<file path="src/rtl/mem_access_unit_if.sv">
// Request/response handshake and data-memory bus of the memory-stage front end.
interface mem_access_unit_if #(
  parameter int ADDR_W = 12
);
  // request side
  logic              req_valid;
  logic              req_ready;
  logic [2:0]        req_op;
  logic [31:0]       req_addr;
  logic [31:0]       req_wdata;
  logic [31:0]       req_pc;
  // data memory side
  logic [ADDR_W-1:0] dm_a;
  logic [31:0]       dm_wdata;
  logic [3:0]        dm_be;
  logic              dm_memread;
  logic              dm_memwrite;
  logic [31:0]       dm_pc;
  logic [31:0]       dm_rd;
  // response side
  logic              rsp_valid;
  logic              rsp_ready;
  logic [31:0]       rsp_rdata;
  logic [1:0]        rsp_exc;
  logic [31:0]       rsp_pc;

  // the access unit itself
  modport slave (
    input  req_valid, req_op, req_addr, req_wdata, req_pc, rsp_ready, dm_rd,
    output req_ready, dm_a, dm_wdata, dm_be, dm_memread, dm_memwrite, dm_pc,
           rsp_valid, rsp_rdata, rsp_exc, rsp_pc
  );

  // pipeline stage plus data memory surrounding the unit
  modport master (
    output req_valid, req_op, req_addr, req_wdata, req_pc, rsp_ready, dm_rd,
    input  req_ready, dm_a, dm_wdata, dm_be, dm_memread, dm_memwrite, dm_pc,
           rsp_valid, rsp_rdata, rsp_exc, rsp_pc
  );
endinterface

</file>
<file path="src/rtl/mem_access_unit.sv">
// Memory-stage front end: one load/store in flight, sequencing read, write or
// read-modify-write cycles on a word-wide data memory that zero-fills disabled bytes.
module mem_access_unit #(
  parameter int ADDR_W = 12
) (
  input  logic              clk,
  input  logic              reset,   // asynchronous, active low
  mem_access_unit_if.slave  bus
);

  typedef enum logic [1:0] {S_IDLE, S_RD, S_WR, S_RSP} state_t;

  localparam logic [2:0] OP_LW  = 3'd0;
  localparam logic [2:0] OP_LH  = 3'd1;
  localparam logic [2:0] OP_LHU = 3'd2;
  localparam logic [2:0] OP_LB  = 3'd3;
  localparam logic [2:0] OP_LBU = 3'd4;
  localparam logic [2:0] OP_SW  = 3'd5;
  localparam logic [2:0] OP_SH  = 3'd6;
  localparam logic [2:0] OP_SB  = 3'd7;

  state_t            r_state;
  state_t            w_state_next;
  logic [2:0]        r_op;
  logic [ADDR_W+1:0] r_addr;
  logic [31:0]       r_wdata;
  logic [31:0]       r_pc;
  logic [31:0]       r_data;    // load result, or old word for SH/SB
  logic [1:0]        r_exc;

  logic              w_accept;
  logic              w_req_load;
  logic              w_req_exc;
  logic              w_is_load;
  logic              w_mem_cycle;
  logic [31:0]       w_ext;
  logic [31:0]       w_merge;
  logic [15:0]       w_half;
  logic [7:0]        w_byte;

  // Request classification and exception check on the unregistered request.
  always_comb begin
    logic w_word, w_halfop, w_mis, w_oor;
    w_word     = (bus.req_op == OP_LW) || (bus.req_op == OP_SW);
    w_halfop   = (bus.req_op == OP_LH) || (bus.req_op == OP_LHU) || (bus.req_op == OP_SH);
    w_req_load = (bus.req_op <= OP_LBU);
    w_mis      = (w_word && (bus.req_addr[1:0] != 2'b00)) || (w_halfop && bus.req_addr[0]);
    w_oor      = (bus.req_addr[31:ADDR_W+2] != '0);
    w_req_exc  = w_mis || w_oor;
  end

  assign w_accept    = bus.req_valid && (r_state == S_IDLE);
  assign w_is_load   = (r_op <= OP_LBU);
  assign w_mem_cycle = (r_state == S_RD) || (r_state == S_WR);

  // State register.
  always_ff @(posedge clk or negedge reset) begin
    if (!reset) r_state <= S_IDLE;
    else        r_state <= w_state_next;
  end

  // Next state and strobes; strobes come straight from the state so reset kills them at once.
  always_comb begin
    w_state_next    = r_state;
    bus.req_ready   = 1'b0;
    bus.dm_memread  = 1'b0;
    bus.dm_memwrite = 1'b0;
    bus.dm_be       = 4'b0000;
    bus.rsp_valid   = 1'b0;
    case (r_state)
      S_IDLE: begin
        bus.req_ready = 1'b1;
        if (bus.req_valid) begin
          if (w_req_exc)               w_state_next = S_RSP;
          else if (bus.req_op == OP_SW) w_state_next = S_WR;
          else                         w_state_next = S_RD;
        end
      end
      S_RD: begin
        bus.dm_memread = 1'b1;
        w_state_next   = w_is_load ? S_RSP : S_WR;
      end
      S_WR: begin
        bus.dm_memwrite = 1'b1;
        bus.dm_be       = 4'b1111;
        w_state_next    = S_RSP;
      end
      S_RSP: begin
        bus.rsp_valid = 1'b1;
        if (bus.rsp_ready) w_state_next = S_IDLE;
      end
      default: w_state_next = S_IDLE;
    endcase
  end

  // Lane selection and load extension from the combinational read data.
  always_comb begin
    w_half = r_addr[1] ? bus.dm_rd[31:16] : bus.dm_rd[15:0];
    case (r_addr[1:0])
      2'd0:    w_byte = bus.dm_rd[7:0];
      2'd1:    w_byte = bus.dm_rd[15:8];
      2'd2:    w_byte = bus.dm_rd[23:16];
      default: w_byte = bus.dm_rd[31:24];
    endcase
    case (r_op)
      OP_LH:   w_ext = {{16{w_half[15]}}, w_half};
      OP_LHU:  w_ext = {16'h0, w_half};
      OP_LB:   w_ext = {{24{w_byte[7]}}, w_byte};
      OP_LBU:  w_ext = {24'h0, w_byte};
      default: w_ext = bus.dm_rd;
    endcase
  end

  // Store word: full word for SW, old word with one lane replaced for SH/SB.
  always_comb begin
    w_merge = r_data;
    case (r_op)
      OP_SW: w_merge = r_wdata;
      OP_SH: begin
        if (r_addr[1]) w_merge[31:16] = r_wdata[15:0];
        else           w_merge[15:0]  = r_wdata[15:0];
      end
      OP_SB: w_merge[{r_addr[1:0], 3'b000} +: 8] = r_wdata[7:0];
      default: w_merge = r_data;
    endcase
  end

  // Request capture at accept and read-data capture at the end of RD.
  always_ff @(posedge clk or negedge reset) begin
    if (!reset) begin
      r_op    <= '0;
      r_addr  <= '0;
      r_wdata <= '0;
      r_pc    <= '0;
      r_data  <= '0;
      r_exc   <= '0;
    end else if (w_accept) begin
      r_op    <= bus.req_op;
      r_addr  <= bus.req_addr[ADDR_W+1:0];
      r_wdata <= bus.req_wdata;
      r_pc    <= bus.req_pc;
      r_data  <= '0;
      r_exc   <= w_req_exc ? (w_req_load ? 2'd1 : 2'd2) : 2'd0;
    end else if (r_state == S_RD) begin
      r_data  <= w_is_load ? w_ext : bus.dm_rd;
    end
  end

  assign bus.dm_a      = w_mem_cycle ? r_addr[ADDR_W+1:2] : '0;
  assign bus.dm_pc     = w_mem_cycle ? r_pc : '0;
  assign bus.dm_wdata  = (r_state == S_WR) ? w_merge : '0;
  assign bus.rsp_rdata = ((r_state == S_RSP) && w_is_load && (r_exc == 2'd0)) ? r_data : '0;
  assign bus.rsp_exc   = (r_state == S_RSP) ? r_exc : 2'd0;
  assign bus.rsp_pc    = (r_state == S_RSP) ? r_pc : '0;

endmodule

</file>
<file path="src/flat_wrapper.sv">
// flat-port wrapper written by rule: the top's interface ports become plain ports
module mem_access_unit_flat 
#(
  parameter int ADDR_W = 12
)
  (clk, reset, bus_req_valid, bus_req_op, bus_req_addr, bus_req_wdata, bus_req_pc, bus_rsp_ready, bus_dm_rd, bus_req_ready, bus_dm_a, bus_dm_wdata, bus_dm_be, bus_dm_memread, bus_dm_memwrite, bus_dm_pc, bus_rsp_valid, bus_rsp_rdata, bus_rsp_exc, bus_rsp_pc);
  mem_access_unit_if #(.ADDR_W(ADDR_W)) bus_i ();
  input  logic clk;
  input  logic reset;
  input wire logic [$bits(bus_i.req_valid)-1:0] bus_req_valid;
  input wire logic [$bits(bus_i.req_op)-1:0] bus_req_op;
  input wire logic [$bits(bus_i.req_addr)-1:0] bus_req_addr;
  input wire logic [$bits(bus_i.req_wdata)-1:0] bus_req_wdata;
  input wire logic [$bits(bus_i.req_pc)-1:0] bus_req_pc;
  input wire logic [$bits(bus_i.rsp_ready)-1:0] bus_rsp_ready;
  input wire logic [$bits(bus_i.dm_rd)-1:0] bus_dm_rd;
  output wire logic [$bits(bus_i.req_ready)-1:0] bus_req_ready;
  output wire logic [$bits(bus_i.dm_a)-1:0] bus_dm_a;
  output wire logic [$bits(bus_i.dm_wdata)-1:0] bus_dm_wdata;
  output wire logic [$bits(bus_i.dm_be)-1:0] bus_dm_be;
  output wire logic [$bits(bus_i.dm_memread)-1:0] bus_dm_memread;
  output wire logic [$bits(bus_i.dm_memwrite)-1:0] bus_dm_memwrite;
  output wire logic [$bits(bus_i.dm_pc)-1:0] bus_dm_pc;
  output wire logic [$bits(bus_i.rsp_valid)-1:0] bus_rsp_valid;
  output wire logic [$bits(bus_i.rsp_rdata)-1:0] bus_rsp_rdata;
  output wire logic [$bits(bus_i.rsp_exc)-1:0] bus_rsp_exc;
  output wire logic [$bits(bus_i.rsp_pc)-1:0] bus_rsp_pc;
  assign bus_i.req_valid = bus_req_valid;
  assign bus_i.req_op = bus_req_op;
  assign bus_i.req_addr = bus_req_addr;
  assign bus_i.req_wdata = bus_req_wdata;
  assign bus_i.req_pc = bus_req_pc;
  assign bus_i.rsp_ready = bus_rsp_ready;
  assign bus_i.dm_rd = bus_dm_rd;
  assign bus_req_ready = bus_i.req_ready;
  assign bus_dm_a = bus_i.dm_a;
  assign bus_dm_wdata = bus_i.dm_wdata;
  assign bus_dm_be = bus_i.dm_be;
  assign bus_dm_memread = bus_i.dm_memread;
  assign bus_dm_memwrite = bus_i.dm_memwrite;
  assign bus_dm_pc = bus_i.dm_pc;
  assign bus_rsp_valid = bus_i.rsp_valid;
  assign bus_rsp_rdata = bus_i.rsp_rdata;
  assign bus_rsp_exc = bus_i.rsp_exc;
  assign bus_rsp_pc = bus_i.rsp_pc;
  mem_access_unit #(.ADDR_W(ADDR_W)) u_core (.clk(clk), .reset(reset), .bus(bus_i));
endmodule
</file>
<file path="config.mk">
export PLATFORM = sky130hd
export DESIGN_NAME = mem_access_unit_flat
export DESIGN_NICKNAME = d
export VERILOG_FILES = /design/src/rtl/mem_access_unit_if.sv /design/src/rtl/mem_access_unit.sv /design/src/flat_wrapper.sv
export SDC_FILE = /design/constraint.sdc
export NUM_CORES = 1
export LEC_CHECK = 0
export CAP_MARGIN = 25
export CORE_MARGIN = 2
export CORE_UTILIZATION = 44
export CTS_BUF_LIST = sky130_fd_sc_hd__clkbuf_16
export DETAILED_ROUTE_END_ITERATION = 10
export GPL_TIMING_DRIVEN = 0
export PLACE_DENSITY = 0.8
export SYNTH_ARGS = -nofsm -noshare
export SYNTH_HDL_FRONTEND = slang
export SYNTH_SLANG_ARGS = --single-unit
</file>
<file path="constraint.sdc">
create_clock -name clk -period 3.3 [get_ports clk]
set_input_delay 0.99 -clock clk [delete_from_list [all_inputs] [get_ports clk]]
set_output_delay 0.99 -clock clk [all_outputs]
set_load 0.01 [all_outputs]
</file>
# --- Word level (Yosys, flattened, before mapping) ---
# Cells that the tools add are included.
classes:
  reduce_logical: 19
  order_cmp: 2
  n_eq_ne: 18
  muxes: 29
  n_shift: 2
  add_sub_neg: 1
op_table:
  columns: ["operator", "n"]
  rows:
  - ["32-bit 2-to-1 mux", 7]
  - ["32-bit one-hot mux with 4 select lines", 1]
  - ["32-bit one-hot mux with 3 select lines", 1]
  - ["16-bit 2-to-1 mux", 3]
  - ["32-bit bitwise mux", 1]
  - ["8-bit by 7-bit variable shift with 32-bit output (first input constant)", 1]
  - ["8-bit by 7-bit variable part select with 32-bit output", 1]
  - ["8-bit one-hot mux with 3 select lines", 1]
  - ["3-bit equality test (second input constant)", 6]
  - ["18-bit nonzero test", 1]
  - ["2-bit 2-to-1 mux", 7]
  - ["12-bit 2-to-1 mux", 1]
  - ["3-bit by 2-bit equality test with 1-bit output (second input constant)", 3]
  - ["2-bit one-hot mux with 4 select lines", 1]
  - ["5-bit negator with 7-bit output", 1]
  - ["2-bit equality test (second input constant)", 3]
  - ["3-bit by 1-bit equality test with 1-bit output (second input constant)", 2]
  - ["3-bit <= comparator (second input constant)", 2]
  - ["2-bit zero test", 3]
  - ["1-bit logical OR", 6]
  - ["1-bit logical AND", 5]
  - ["1-bit 2-to-1 mux", 5]
  - ["2-bit by 1-bit equality test with 1-bit output (second input constant)", 2]
  - ["4-bit 2-to-1 mux", 1]
  - ["4 further kinds", 6]
word_totals:
  wordCells: 78
  regBits: 117
  input_bits: 135
  output_inout_bits: 150

# --- Depth between registers and ports, before layout ---
depth:
  ltp_word: 9
  depth_mapped: 9
  ltp_nobuf: 6

# --- Worst setup path before layout ---
# Ideal clock, no wire load.
synth_timing:
  path_type: "register to output"
  startpoint: "reg u_core.r_addr[1]"
  endpoint: "out bus_dm_wdata[24]"
  n_path_buf: 1
  required_time_ns: 2.310
  path_stages_with_launch: 8
  setup_slack_ns: 0.177
  arrival_time_ns: 2.133
  cell_sequence: "dfrtp_1 -> clkbuf_1 -> inv_1 -> ha_1 -> nand3b_1 -> nor4_4 -> a22oi_1 -> a21oi_1"
synth_via:
  elab_chain_cells: 5
  word_cells_on_any_way: 7
  cone_classes: "add/sub: 1; shift: 2; mux: 4"
synth_rtl:
  columns: ["element", "line", "rtl"]
  rows:
  - ["start, declared", "mem_access_unit.sv:25", "logic [ADDR_W+1:0] r_addr;"]
  - ["start signal, assigned", "mem_access_unit.sv:139", "r_addr <= bus.req_addr[ADDR_W+1:0];"]
  - ["5-bit negator with 7-bit output", "mem_access_unit.sv:123", "OP_SB: w_merge[{r_addr[1:0], 3'b000} +: 8] = r_wdata[7:0];"]
  - ["8-bit by 7-bit variable part select with 32-bit output or 8-bit by 7-bit variable shift with 32-bit output (tied branches)", "mem_access_unit.sv:123", null]
  - ["32-bit bitwise mux", "mem_access_unit.sv:123", null]
  - ["32-bit one-hot mux with 3 select lines *", "mem_access_unit.sv:117", "case (r_op)"]
  - ["32-bit 2-to-1 mux *", "mem_access_unit.sv:151", "assign bus.dm_wdata = (r_state == S_WR) ? w_merge : '0;"]
  - ["end, declared", "flat_wrapper.sv:19", "output wire logic [$bits(bus_i.dm_wdata)-1:0] bus_dm_wdata;"]
# Mark *: on every way between the ends. The rest lies on a longest branch, timed or not.

# --- Worst setup path after layout ---
layout_timing:
  startpoint: "reg u_core.r_addr[1]"
  endpoint: "out bus_dm_wdata[25]"
# Same word-level chain as after synthesis.

==> impl_metrics.py <==
metrics = {
    "pwr": {
        "leakage_nw": 5.16,
        "peakVddDrop_mv": 0.555,
        "p_comb_frac": 0.569,
        "p_per_area_nw_per_um2": 939,
        "intPower_mw": 6.03,
        "clkPwrFrac": 0.167,
        "power_frac_seq": 0.265,
        "netSwitchingFraction": 0.424,
        "p_switching_mw": 4.44,
    },
    "setup_path": {
        "crit_fanout": 7,
        "worst_path_max_delay_cell": "dfrtp_2",
        "startpoint": "u_core.r_addr[1]$_DFFE_PN0P_",
        "worstReg2RegEnd": "u_core.r_data[21]$_DFFE_PN0P_",
        "path_cells": "clkbuf_16, clkinv_8, ha_4, nand3b_1, nor4_4, buf_6, nand2_2, a31oi_2, buf_2",
        "crit_buf_inv": 4,
        "r2r_slack_ns": 0.91,
        "critPathKind": "reg -> out",
        "cpPeakStageDelay_ns": 0.42,
        "start_kind": "flop",
        "worst_path_dominant_cell_family": "simple AND/OR/NAND/NOR gates",
        "critPathRequiredTime_ns": 2.31,
        "worstSetupEndpointType": "output pin",
        "reg2reg_from": "u_core.r_addr[1]$_DFFE_PN0P_",
        "r2r_cells": 10,
        "cp.arrival_ns": 2.47,
    },
    "clock_network": {
        "path_clk_slew_ns": 0.05,
        "cts_buffer_depth": 2,
        "cts_tree": "built",
        "htreeDepth": 4,
        "clock-root-buffer": "clkbuf_16",
        "worstSkewPairLatency_ns": 0.42,
        "cts_sinks": 117,
        "numCtsBuffers": 17,
        "hold_buffers": 0,
    },
    "cells_and_area": {
        "fillers": 1298,
        "final_util": 0.709,
        "diodes": 0,
        "drive_gt1_frac": 0.162,
        "area_delta_synth_final_pct": 59.2,
        "fin_nets": 1326,
        "stdcell_count": 1410,
    },
    "placed_design": {
        "place_ws_ns": -0.987,
        "place_congestion": 0.966,
        "port-buffer-count": 283,
        "post-place-cells": 1348,
        "dpl.hpwl_um": 21000,
    },
    "floorplan": {
        "fp.coreArea_um2": 15700,
        "fp.dieArea_um2": 16900,
        "die_x_um": 130,
        "start_util": 0.445,
        "ios": 285,
        "rows": 46,
        "die_y_um": 130,
    },
    "route": {
        "drcViolationCount": 0,
        "viasPerCell": 5.47,
        "wl_um": 28000,
        "postRouteAntennaNets": 0,
        "wl_per_cell_um": 19.8,
        "first_pass_iters": 7,
        "route.vias.total": 7718,
        "drt-initial-drc-count": 897,
    },
    "yosys": {
        "yosysWarningCount": 0,
        "ys.flop_type": "dfrtp_1",
        "synthArstFlopShare": 1.00,
        "synth_edf_count": 0,
        "syn-cell-area_um2": 7000,
        "syn_nets": 993,
        "syn_inst": 848,
        "ys_seq_area_frac": 0.418,
        "syn_area_per_cell_um2": 8.25,
        "ys_seq_elements": 117,
        "synthDistinctLibCells": 63,
    },
    "sta": {
        "worst_pin_slew_ns": 0.724,
        "period_minus_slack_ns": 3.46,
        "skew_ns": 0.00422,
        "finalSetupViolations": 14,
        "tns_ns": -1.20,
        "finalWorstSetupSlack_ns": -0.158,
        "final_hold_viol_count": 0,
        "post-route-period-util": 1.05,
        "slew_viol_final": 0,
        "holdWs_ns": 0.465,
        "max_freq_ghz": 0.289,
        "rsz0062_at_grt": "true",
        "slew-limit-headroom": 0.516,
    },
    "hold_path": {
        "hold_path.class": "in -> async",
    },
    "global_route": {
        "use_met3": 0.0931,
        "antenna_found_initial": 0,
        "track_usage": 0.324,
        "grt_use_met2": 0.544,
        "grt_pass1_vias": 7337,
        "grt-busiest-layer": "met2",
        "use_met1": 0.395,
        "grt_start_max_net_pins": 83,
        "overflow": 0,
        "grt_first_pass_wirelength_um": 41200,
    },
    "job": {
        "max-cap-violations": 0,
    },
    "outcome": {
        "outcome": "complete, but fails checks",
        "violations": "negative setup slack",
    },
}
through the flow:
stage | instance area, um2 | power (mW)
final | 11100 | 10.5
after global routing | 11100 | 11.1
after CTS | 10900 | 10.1
after detailed placement | 10100 | 7.97
after global placement | 10100 | 7.89
after floorplan | 7000 | 5.44
layout make-up:
cell class              instances  area (um2)  share of cell area
multi-input cells             653        3950               0.355
well taps                     216         270              0.0243
inverters                      17        78.8             0.00707
plain buffers                  57         364              0.0327
clock buffers                  17         425              0.0382
clock inverters                15         123              0.0110
repair buffers                318        3000               0.269
flip-flops and latches        117        2930               0.263
synth_stat cells, types with 7 or more instances:
cell,instances,area (um2)
a22oi_1,10,75.1
mux2_2,7,78.8
ha_1,10,125
and2_1,113,707
nand3b_1,9,67.6
a21oi_1,15,75.1
o22ai_1,8,50.1
nand2_1,264,991
buf_2,14,70.1
nor2_1,37,139
mux2i_1,8,80.1
a22o_1,14,123
inv_1,17,63.8
a31oi_1,11,68.8
clkbuf_1,35,131
nor2b_1,12,75.1
dfrtp_1,117,2930
a21o_1,9,67.6
o21ai_0,40,200
a222oi_1,20,200
buf_4,8,60.1
o221ai_1,8,70.1
timing repair:
item | 4_1_cts | 5_1_grt
setup buffers | 14 | 20
resized for setup | 190 | 80
pin swaps | 27 | 41
endpoints found under the setup margin | 134 | 91
cells in the final DEF, fill, tap and decap left out, types with 16 or more instances in the layout:
master / n
a222oi_1: 20
and2_1: 113
buf_2: 34
buf_4: 32
buf_6: 19
clkbuf_1: 23
clkbuf_16: 18
clkdlybuf4s50_1: 219
dfrtp_1: 112
dlygate4sd2_1: 23
inv_1: 16
nand2_1: 263
nor2_1: 35
o21ai_0: 38
worst max path at each step:
stage                                         end  slack [ns]  cells after the start
floorplan                        bus_dm_wdata[24]        0.18                      7
global placement    u_core.r_addr[11]$_DFFE_PN0P_       -3.40                      1
detailed placement               bus_dm_wdata[31]       -0.99                      8
CTS                              bus_dm_wdata[15]       -0.11                      8
global route                     bus_dm_wdata[30]       -0.22                      9
finish                           bus_dm_wdata[25]       -0.16                      9
state kept, by name (all words and copies together), names as in the netlist:
signal	cells
u_core.r_op	3
u_core.r_exc	2
u_core.r_data	32
u_core.r_wdata	32
u_core.r_addr	14
u_core.r_state	2
u_core.r_pc	32
kinds of logic after synthesis:
kind of cell,synth area share
simple gates,0.314
mux,0.0227
buf+inv,0.0529
compound gates,0.169
fa+ha+maj,0.0179
flops,0.418
xor+xnor,0.00483
layer usage:
layer	up-vias	share of wire	wire (um)
met1	3628	0.38	10600
li1	3540	-	-
met5	-	0	0
met4	0	0.032	891
met3	68	0.11	3130
met2	482	0.48	13300
power by group through the flow:
stage	combinational [mW]	clock, mW	sequential [mW]
floorplan	3.01	0	2.43
global placement	5.18	0	2.71
detailed placement	5.24	0	2.73
CTS	5.60	1.76	2.71
global route	6.42	1.83	2.81
finish	5.95	1.74	2.77
No activity file was read; power rests on OpenSTA's default activity.
